<file path="src/rtl/ntt_pkg.sv">
// Shared NTT definitions: field modulus, coefficient width and inverter FSM states.
package ntt_pkg;

    localparam int unsigned Q = 3329;
    localparam int unsigned W = 12;

    typedef logic [W-1:0] coeff_t;

    typedef enum logic [1:0] {
        IDLE,
        SQR,
        MUL,
        DONE
    } inv_state_t;

endpackage

</file>
<file path="src/rtl/mod_inverse_if.sv">
// Operand/result valid-ready bundle for mod_inverse.
interface mod_inverse_if #(
    parameter int unsigned W = ntt_pkg::W
);

    logic         in_valid;
    logic         in_ready;
    logic [W-1:0] a;
    logic         out_valid;
    logic         out_ready;
    logic [W-1:0] y;
    logic         err;

    // Requester side: supplies operands and consumes results.
    modport master (
        output in_valid,
        output a,
        output out_ready,
        input  in_ready,
        input  out_valid,
        input  y,
        input  err
    );

    // Inverter side.
    modport slave (
        input  in_valid,
        input  a,
        input  out_ready,
        output in_ready,
        output out_valid,
        output y,
        output err
    );

endinterface

</file>
<file path="src/rtl/mod_multiplier.sv">
// Combinational modular multiplier: y = (a * b) mod Q, result always < Q.
module mod_multiplier #(
    parameter int unsigned Q = ntt_pkg::Q,
    parameter int unsigned W = ntt_pkg::W
) (
    input  logic [W-1:0] a,
    input  logic [W-1:0] b,
    output logic [W-1:0] y
);

    localparam logic [2*W-1:0] MODQ = (2*W)'(Q);

    logic [2*W-1:0] prod;

    // Full-width product followed by reduction; operands need not be reduced.
    always_comb begin
        prod = {{W{1'b0}}, a} * {{W{1'b0}}, b};
        y    = W'(prod % MODQ);
    end

endmodule

</file>
<file path="src/rtl/mod_inverse.sv">
// Sequential Fermat inverter over Z_Q: y = a^(Q-2) mod Q via left-to-right
// square-and-multiply, time-sharing one combinational mod_multiplier.
module mod_inverse
    import ntt_pkg::*;
#(
    parameter int unsigned Q = ntt_pkg::Q,
    parameter int unsigned W = ntt_pkg::W
) (
    input  logic        clk,
    input  logic        rst,
    mod_inverse_if.slave bus
);

    localparam int unsigned  IW        = $clog2(W);
    localparam logic [W-1:0] EXP       = W'(Q - 2);
    localparam logic [W-1:0] Q_C       = W'(Q);
    // Loading acc with a consumes the exponent MSB (bit W-1), so scanning starts one below.
    localparam logic [IW-1:0] IDX_START = IW'(W - 2);

    inv_state_t    state_q, state_d;
    logic [W-1:0]  acc_q, acc_d;
    logic [W-1:0]  a_reg_q, a_reg_d;
    logic [IW-1:0] idx_q, idx_d;
    logic          err_reg_q, err_reg_d;
    logic          out_valid_q, out_valid_d;
    logic [W-1:0]  y_q, y_d;
    logic          err_q, err_d;

    logic [W-1:0]  mul_b;
    logic [W-1:0]  mul_y;
    logic          accept;

    assign bus.in_ready  = (state_q == IDLE) && !rst;
    assign bus.out_valid = out_valid_q;
    assign bus.y         = y_q;
    assign bus.err       = err_q;

    assign accept = bus.in_valid && bus.in_ready;
    assign mul_b  = (state_q == MUL) ? a_reg_q : acc_q;

    mod_multiplier #(
        .Q(Q),
        .W(W)
    ) u_mul (
        .a(acc_q),
        .b(mul_b),
        .y(mul_y)
    );

    // State register and datapath flops; reset aborts any operation in flight.
    always_ff @(posedge clk or posedge rst) begin
        if (rst) begin
            state_q     <= IDLE;
            acc_q       <= '0;
            a_reg_q     <= '0;
            idx_q       <= '0;
            err_reg_q   <= 1'b0;
            out_valid_q <= 1'b0;
            y_q         <= '0;
            err_q       <= 1'b0;
        end else begin
            state_q     <= state_d;
            acc_q       <= acc_d;
            a_reg_q     <= a_reg_d;
            idx_q       <= idx_d;
            err_reg_q   <= err_reg_d;
            out_valid_q <= out_valid_d;
            y_q         <= y_d;
            err_q       <= err_d;
        end
    end

    // Next-state and datapath: square every bit, multiply on set exponent bits.
    always_comb begin
        state_d     = state_q;
        acc_d       = acc_q;
        a_reg_d     = a_reg_q;
        idx_d       = idx_q;
        err_reg_d   = err_reg_q;
        out_valid_d = out_valid_q;
        y_d         = y_q;
        err_d       = err_q;

        unique case (state_q)
            IDLE: begin
                if (accept) begin
                    a_reg_d   = bus.a;
                    acc_d     = bus.a;
                    idx_d     = IDX_START;
                    err_reg_d = (bus.a == '0) || (bus.a >= Q_C);
                    state_d   = SQR;
                end
            end
            SQR: begin
                acc_d = mul_y;
                if (EXP[idx_q]) begin
                    state_d = MUL;
                end else if (idx_q == '0) begin
                    state_d     = DONE;
                    out_valid_d = 1'b1;
                    y_d         = err_reg_q ? '0 : mul_y;
                    err_d       = err_reg_q;
                end else begin
                    idx_d = idx_q - IW'(1);
                end
            end
            MUL: begin
                acc_d = mul_y;
                if (idx_q == '0) begin
                    state_d     = DONE;
                    out_valid_d = 1'b1;
                    y_d         = err_reg_q ? '0 : mul_y;
                    err_d       = err_reg_q;
                end else begin
                    idx_d   = idx_q - IW'(1);
                    state_d = SQR;
                end
            end
            DONE: begin
                if (bus.out_ready) begin
                    state_d     = IDLE;
                    out_valid_d = 1'b0;
                end
            end
            default: state_d = IDLE;
        endcase
    end

endmodule

</file>
<file path="src/flat_wrapper.sv">
// flat-port wrapper written by rule: the top's interface ports become plain ports
module mod_inverse_flat import ntt_pkg::*;
#(
    parameter int unsigned Q = ntt_pkg::Q,
    parameter int unsigned W = ntt_pkg::W
)
  (clk, rst, bus_in_valid, bus_a, bus_out_ready, bus_in_ready, bus_out_valid, bus_y, bus_err);
  mod_inverse_if #(.W(W)) bus_i ();
  input  logic clk;
  input  logic rst;
  input wire logic [$bits(bus_i.in_valid)-1:0] bus_in_valid;
  input wire logic [$bits(bus_i.a)-1:0] bus_a;
  input wire logic [$bits(bus_i.out_ready)-1:0] bus_out_ready;
  output wire logic [$bits(bus_i.in_ready)-1:0] bus_in_ready;
  output wire logic [$bits(bus_i.out_valid)-1:0] bus_out_valid;
  output wire logic [$bits(bus_i.y)-1:0] bus_y;
  output wire logic [$bits(bus_i.err)-1:0] bus_err;
  assign bus_i.in_valid = bus_in_valid;
  assign bus_i.a = bus_a;
  assign bus_i.out_ready = bus_out_ready;
  assign bus_in_ready = bus_i.in_ready;
  assign bus_out_valid = bus_i.out_valid;
  assign bus_y = bus_i.y;
  assign bus_err = bus_i.err;
  mod_inverse #(.Q(Q), .W(W)) u_core (.clk(clk), .rst(rst), .bus(bus_i));
endmodule
</file>
<file path="config.mk">
export PLATFORM = sky130hd
export DESIGN_NAME = mod_inverse_flat
export DESIGN_NICKNAME = d
export VERILOG_FILES = /design/src/rtl/ntt_pkg.sv /design/src/rtl/mod_inverse_if.sv /design/src/rtl/mod_multiplier.sv /design/src/rtl/mod_inverse.sv /design/src/flat_wrapper.sv
export SDC_FILE = /design/constraint.sdc
export NUM_CORES = 1
export LEC_CHECK = 0
export ABC_AREA = 1
export CAP_MARGIN = 20
export CORE_UTILIZATION = 55
export DETAILED_ROUTE_END_ITERATION = 10
export PLACE_DENSITY = 0.72
export SKIP_LAST_GASP = 1
export SLEW_MARGIN = 20
export SYNTH_ARGS = -nofsm -noshare
export SYNTH_HDL_FRONTEND = slang
export SYNTH_SLANG_ARGS = --single-unit
</file>
<file path="constraint.sdc">
create_clock -name clk -period 34.5 [get_ports clk]
set_clock_uncertainty 0.15 [all_clocks]
set_input_delay 6.9 -clock clk [delete_from_list [all_inputs] [get_ports clk]]
set_output_delay 6.9 -clock clk [all_outputs]
set_load 0.005 [all_outputs]
</file>
After elaboration in Yosys (flattened, before gate mapping)
Memories as Yosys holds them, arrays and structs flattened. Index checks and enable logic that the tools add are counted. Widths: inputs -> output; s select.

Register bits: 45. ROM bits: 16. Input port bits: 16. Output and inout bits: 15. Logic and storage cells: 64. Memories: 1.

Add/subtract/negate cells: 1. $mul: 1. Divide/modulo/power cells: 1. Magnitude comparators: 2. Eq/ne operators: 7. Muxes and demuxes: 25. Reduce and logical (&&, ||, !) cells: 18.

Memories: (name not given) (depth 16, width 1, read ports 1, clocked after Yosys merged registers in 0, wr ports 0, RTL line mod_inverse.sv:96) `if (EXP[idx_q]) begin`.

Operator list (number): $mux 12 (5); $pmux 12 s2 (2); $mod 24x12->24 const B (1); $mul 12x12->24 (1); $ge 12x12->1 const B (1); $logic_not 12->1 (1); $mux 4 (3); $pmux 4 s3 (1); $mux 2 (5); $reduce_and 3->1 (3); $pmux 2 s4 (1); $mux 1 (6); $reduce_and 2->1 (3); $reduce_bool 3->1 (2); $lt 4x5->1 const B (1); $eq 2x2->1 const B (2); $logic_not 4->1 (1); $ne 2x2->1 const B (2); $reduce_bool 2->1 (2); $sub 4x1->4 const B (1); $ne 3x1->1 const B (1); $pmux 1 s3 (1); $eq 2x1->1 const B (1); $logic_and 1x1->1 (2); 6 further kinds (6).

Logic depth before layout (Yosys ltp)
Word-level depth: 8. Depth in mapped cells: 138.

Cells and area by module
A second synthesis with hierarchy kept.

Cells, all modules: 2325. Area, all modules: 14172.3 um^2.

Modules (own cells, without submodules): mod_multiplier (times used 1, cells an instance 2030, area an instance 11762.5 um^2, sequential area each 0.0 um^2); mod_inverse (times used 1, cells an instance 295, area an instance 2409.8 um^2, sequential area each 1126.1 um^2).

Worst setup path after synthesis
No wires, ideal clock.

Path type: register to register. Start: register u_core.state_q[0]. End: register u_core.acc_q[3]. Arrival time: 15528 ps. Data required time: 34227 ps. Path slack: 18699 ps. Cell stages (with the launch flop): 122. Buffers on the path: 15. Clock period less this slack: 15801 ps. Path through: dfrtp_1 inv_1 ha_1 inv_1 clkbuf_1 nor2_1 inv_1 o21ai_0 inv_1 nand2_1 fa_1 inv_1 fa_1 fa_1 fa_1 inv_1 fa_1 inv_1 [86 not listed] nand3_1 nand3_2 o21ai_4 nand3_2 buf_8 buf_8 xor2_4 ha_1 inv_1 nor2_2 nand3_1 nand2_1 nand2_2 buf_4 o21ai_1 nand2_1 nor2_1 o21ai_1.

Cells in the longest elaborated chain, start to end: 5. Elaborated cells between the ends (all ways): 13. Classes of those cells: mul: 1; div: 1; eq/ne: 3; mux: 2; reduce/logical: 6.

Ends and longest elaborated chain: from (decl) (RTL line mod_inverse.sv:20) `inv_state_t state_q, state_d;`; from (signal assigned) (RTL line mod_inverse.sv:62) `state_q <= state_d;`; $eq 2x2->1 / $logic_not 2->1 (equally long branches) (RTL line mod_inverse.sv:39, mod_inverse.sv:84, mod_inverse.sv:33); $mux 12 / $logic_and 1x1->1 (equally long branches) (RTL line mod_inverse.sv:39, mod_inverse.sv:33); $mul 12x12->24 / $logic_and 1x1->1 (equally long branches) (RTL line mod_multiplier.sv:17, mod_inverse.sv:38); $mod 24x12->24 / $ne 2x1->1 (equally long branches); $pmux 12 s2 / $reduce_and 2->1 (equally long branches); to (signal assigned) (RTL line mod_inverse.sv:54) `acc_q <= '0;`; to (signal assigned) (RTL line mod_inverse.sv:63) `acc_q <= acc_d;`; to (decl) (RTL line mod_inverse.sv:21) `logic [W-1:0] acc_q, acc_d;`.

Several ways; a longest one is shown, not always the timed one. A chain may end at the register's enable or synchronous reset.

Worst setup path in the final report
Start: register u_core.state_q[0]. End: register u_core.acc_q[9].

The elaborated chain is that of the path after synthesis.

==> reports/metrics.cfg <==
[drt]
firstDrtPassIters=5
drt_iter0_drc=899
routedWlPerCell_um=12.6
routed_wl_mm=32.0
via_per_inst=5.14
vias=13100
antenna_left=0
drc_errors=0

[setup_path]
path_class=flop to flop
arrival_ns=19.38
worstPathMaxFanout=21
worstSetupEndpoint=u_core.acc_q[9]
endpoint_kind=flop
crit_required_ns=34.52
startpoint=u_core.state_q[0]
reg2reg_to=u_core.acc_q[9]
cp_common_cell=nand2_1
cpMaxStageDelayCell=nand3_2
worstRegToRegCells=106
critPathLaunchType=flop
critPathMaxStageDelay_ns=0.58
rrSetupSlack_ns=15.14
worstReg2RegStart=u_core.state_q[0]

[clocking]
post-cts-setup-buffer-count=0
cts_max_level=2
cts_tree=done
cts_resized=0
clk_pin_slew_ns=0.06
cts_hold_buffers=0
cts_buffers=5
cts-root-buf=clkbuf_16
clock_latency_ns=0.29
clkSinkCount=45
clock_path_buffers=2

[floorplanning]
core_area_mm2=0.0245
ios=31
die_h_um=161
dieWidth_um=161
start_util=0.566
rows=57
die_area_mm2=0.0258

[sta]
finalCritPeriodShare=0.561
relSlewSlack=0.338
finalSetupViolations=0
final.setup.tns_ns=0
min_period_ns=19.36
tightest_slew_ns=0.990
rsz0062_at_grt=false
hold_violations=0
slew_violations=0
fmax_mhz=51.7

[global_route]
grt_pass1_wl_mm=56.3
grt_start_max_net_pins=46
antenna_found_initial=0
track_usage=0.256
overflow=0
grt_pass1_vias=12100

[synth]
syn_avg_cell_area_um2=6.22
synthMostInstantiatedCell=nand2_1
syn-cell-area_mm2=0.0138
yosysTopAreaCellShare=0.190
synthCells=2224
synth_edf_count=0
ys.warnings.count=0
yosys_most_used_dff=dfrtp_1
synth_cell_types=58
ys_seq_area_frac=0.0814
ys_ff_latch=45
synth_commonest_cells=nand2_1 (702), inv_1 (367), nand3_1 (185)
yosys-top-cells-area=nand2_1 (19%), fa_1 (14%), inv_1 (10%)
synth_top_area_cell=nand2_1
ys_async_sr_fraction=1.00
synth_nets=2413

[layout]
nNetsFinal=2416
diodes=0
layout-drive-gt1-share=0.137
area_delta_synth_final_pct=4.29

[hold_path]
holdPathStages=2
min_path_type=flop to flop

[placement]
port_buffers=30
gp_congestion=0.910
hpwlAfterDp_mm=27.4

[status]
status=completed

[flow_run]
cap_violations=0

## critical path: cells and delay by family (launching register included)
kind	cells	cell delay (ns)
buffers and inverters	10	1.36
adders and majority gates	9	3.52
AOI/OAI and AO/OA	6	1.72
and+or+nand+nor	79	11.47
DFF	1	0.43
xor gates and xnor gates	2	0.50
## routing by layer
metal	global-route usage	share of wire	routed length (µm)	vias to the layer above
met2	0.424	0.45	14600	280
li1	-	-	-	6824
met1	0.377	0.50	15900	6005
met3	0.0183	0.043	1380	19
met5	0	0	0	-
met4	0.0255	0.0060	192	0
## state kept, by name (all words and copies together), names as in the netlist
| register | cells |
|---|---|
| u_core.bus.err | 1 |
| u_core.a_reg_q | 12 |
| u_core.state_q | 2 |
| u_core.err_reg_q | 1 |
| u_core.idx_q | 4 |
| u_core.acc_q | 12 |
| u_core.bus.out_valid | 1 |
| u_core.bus.y | 12 |
## cell usage in the layout (no fill, tap or decap), types with 3 or more instances in the layout
cell,count
clkbuf_16,5
nand3b_1,8
inv_2,30
inv_1,366
clkinv_1,13
ha_1,73
nand3_2,25
a21oi_2,3
o21ai_0,38
nor2_2,30
clkinv_2,3
nor2_1,179
xor2_1,40
dfrtp_1,45
nor3_1,13
o21ai_2,13
nand4_1,46
xnor2_1,10
inv_4,3
clkdlybuf4s50_1,30
nor2_4,14
nand2_4,42
o211ai_1,3
a21oi_1,39
o21ai_1,18
fa_1,100
nand3_4,3
nand2_1,702
a21oi_4,5
or2_2,4
nand3_1,185
nand2_2,108
xor2_2,3
## layout make-up
class                           instances  area (µm²)
Multi-Input combinational cell       1728       10800
Sequential cell                        45        1130
Fill cell                            2387       10000
Clock inverter                          2        37.5
Clock buffer                            6         139
Timing Repair Buffer                   32         315
Inverter                              415        1570
Tap cell                              324         405
## metrics by stage
stage | util | hold WS, ns | cell area, µm² | cells | setup WS (ns)
6_report | 0.590 | 0.327 | 14400 | 2552 | 15.14
3_3_place_gp | 0.583 | 0.316 | 14300 | 2544 | 15.92
5_1_grt | 0.590 | 0.350 | 14400 | 2552 | 12.96
3_5_place_dp | 0.583 | 0.314 | 14300 | 2544 | 15.39
4_1_cts | 0.590 | 0.332 | 14400 | 2552 | 15.33
2_1_floorplan | - | 0.293 | 13800 | 2224 | 18.70
## cell families (layout without fill, tap and decap cells)
logic type,after synthesis,in the layout,share of synthesized area
AOI/OAI and AO/OA,132,132,0.0615
DFF,45,45,0.0814
adders and majority gates,173,173,0.211
buffers and inverters,451,455,0.135
xor gates and xnor gates,54,54,0.0372
and+or+nand+nor,1369,1369,0.474
## how the worst min path moves through the flow
stage                      start           endpoint  slack, ns
4_1_cts          u_core.bus.y[9]    u_core.bus.y[9]       0.33
2_1_floorplan  u_core.a_reg_q[4]  u_core.a_reg_q[4]       0.29
3_3_place_gp    u_core.bus.y[11]   u_core.bus.y[11]       0.32
6_report         u_core.bus.y[9]    u_core.bus.y[9]       0.33
3_5_place_dp     u_core.bus.y[9]    u_core.bus.y[9]       0.31
5_1_grt          u_core.bus.y[9]    u_core.bus.y[9]       0.35
Power is left out: the tool's default activity adds up to more than one toggle a clock period on the data nets, which glitch-free logic cannot reach.
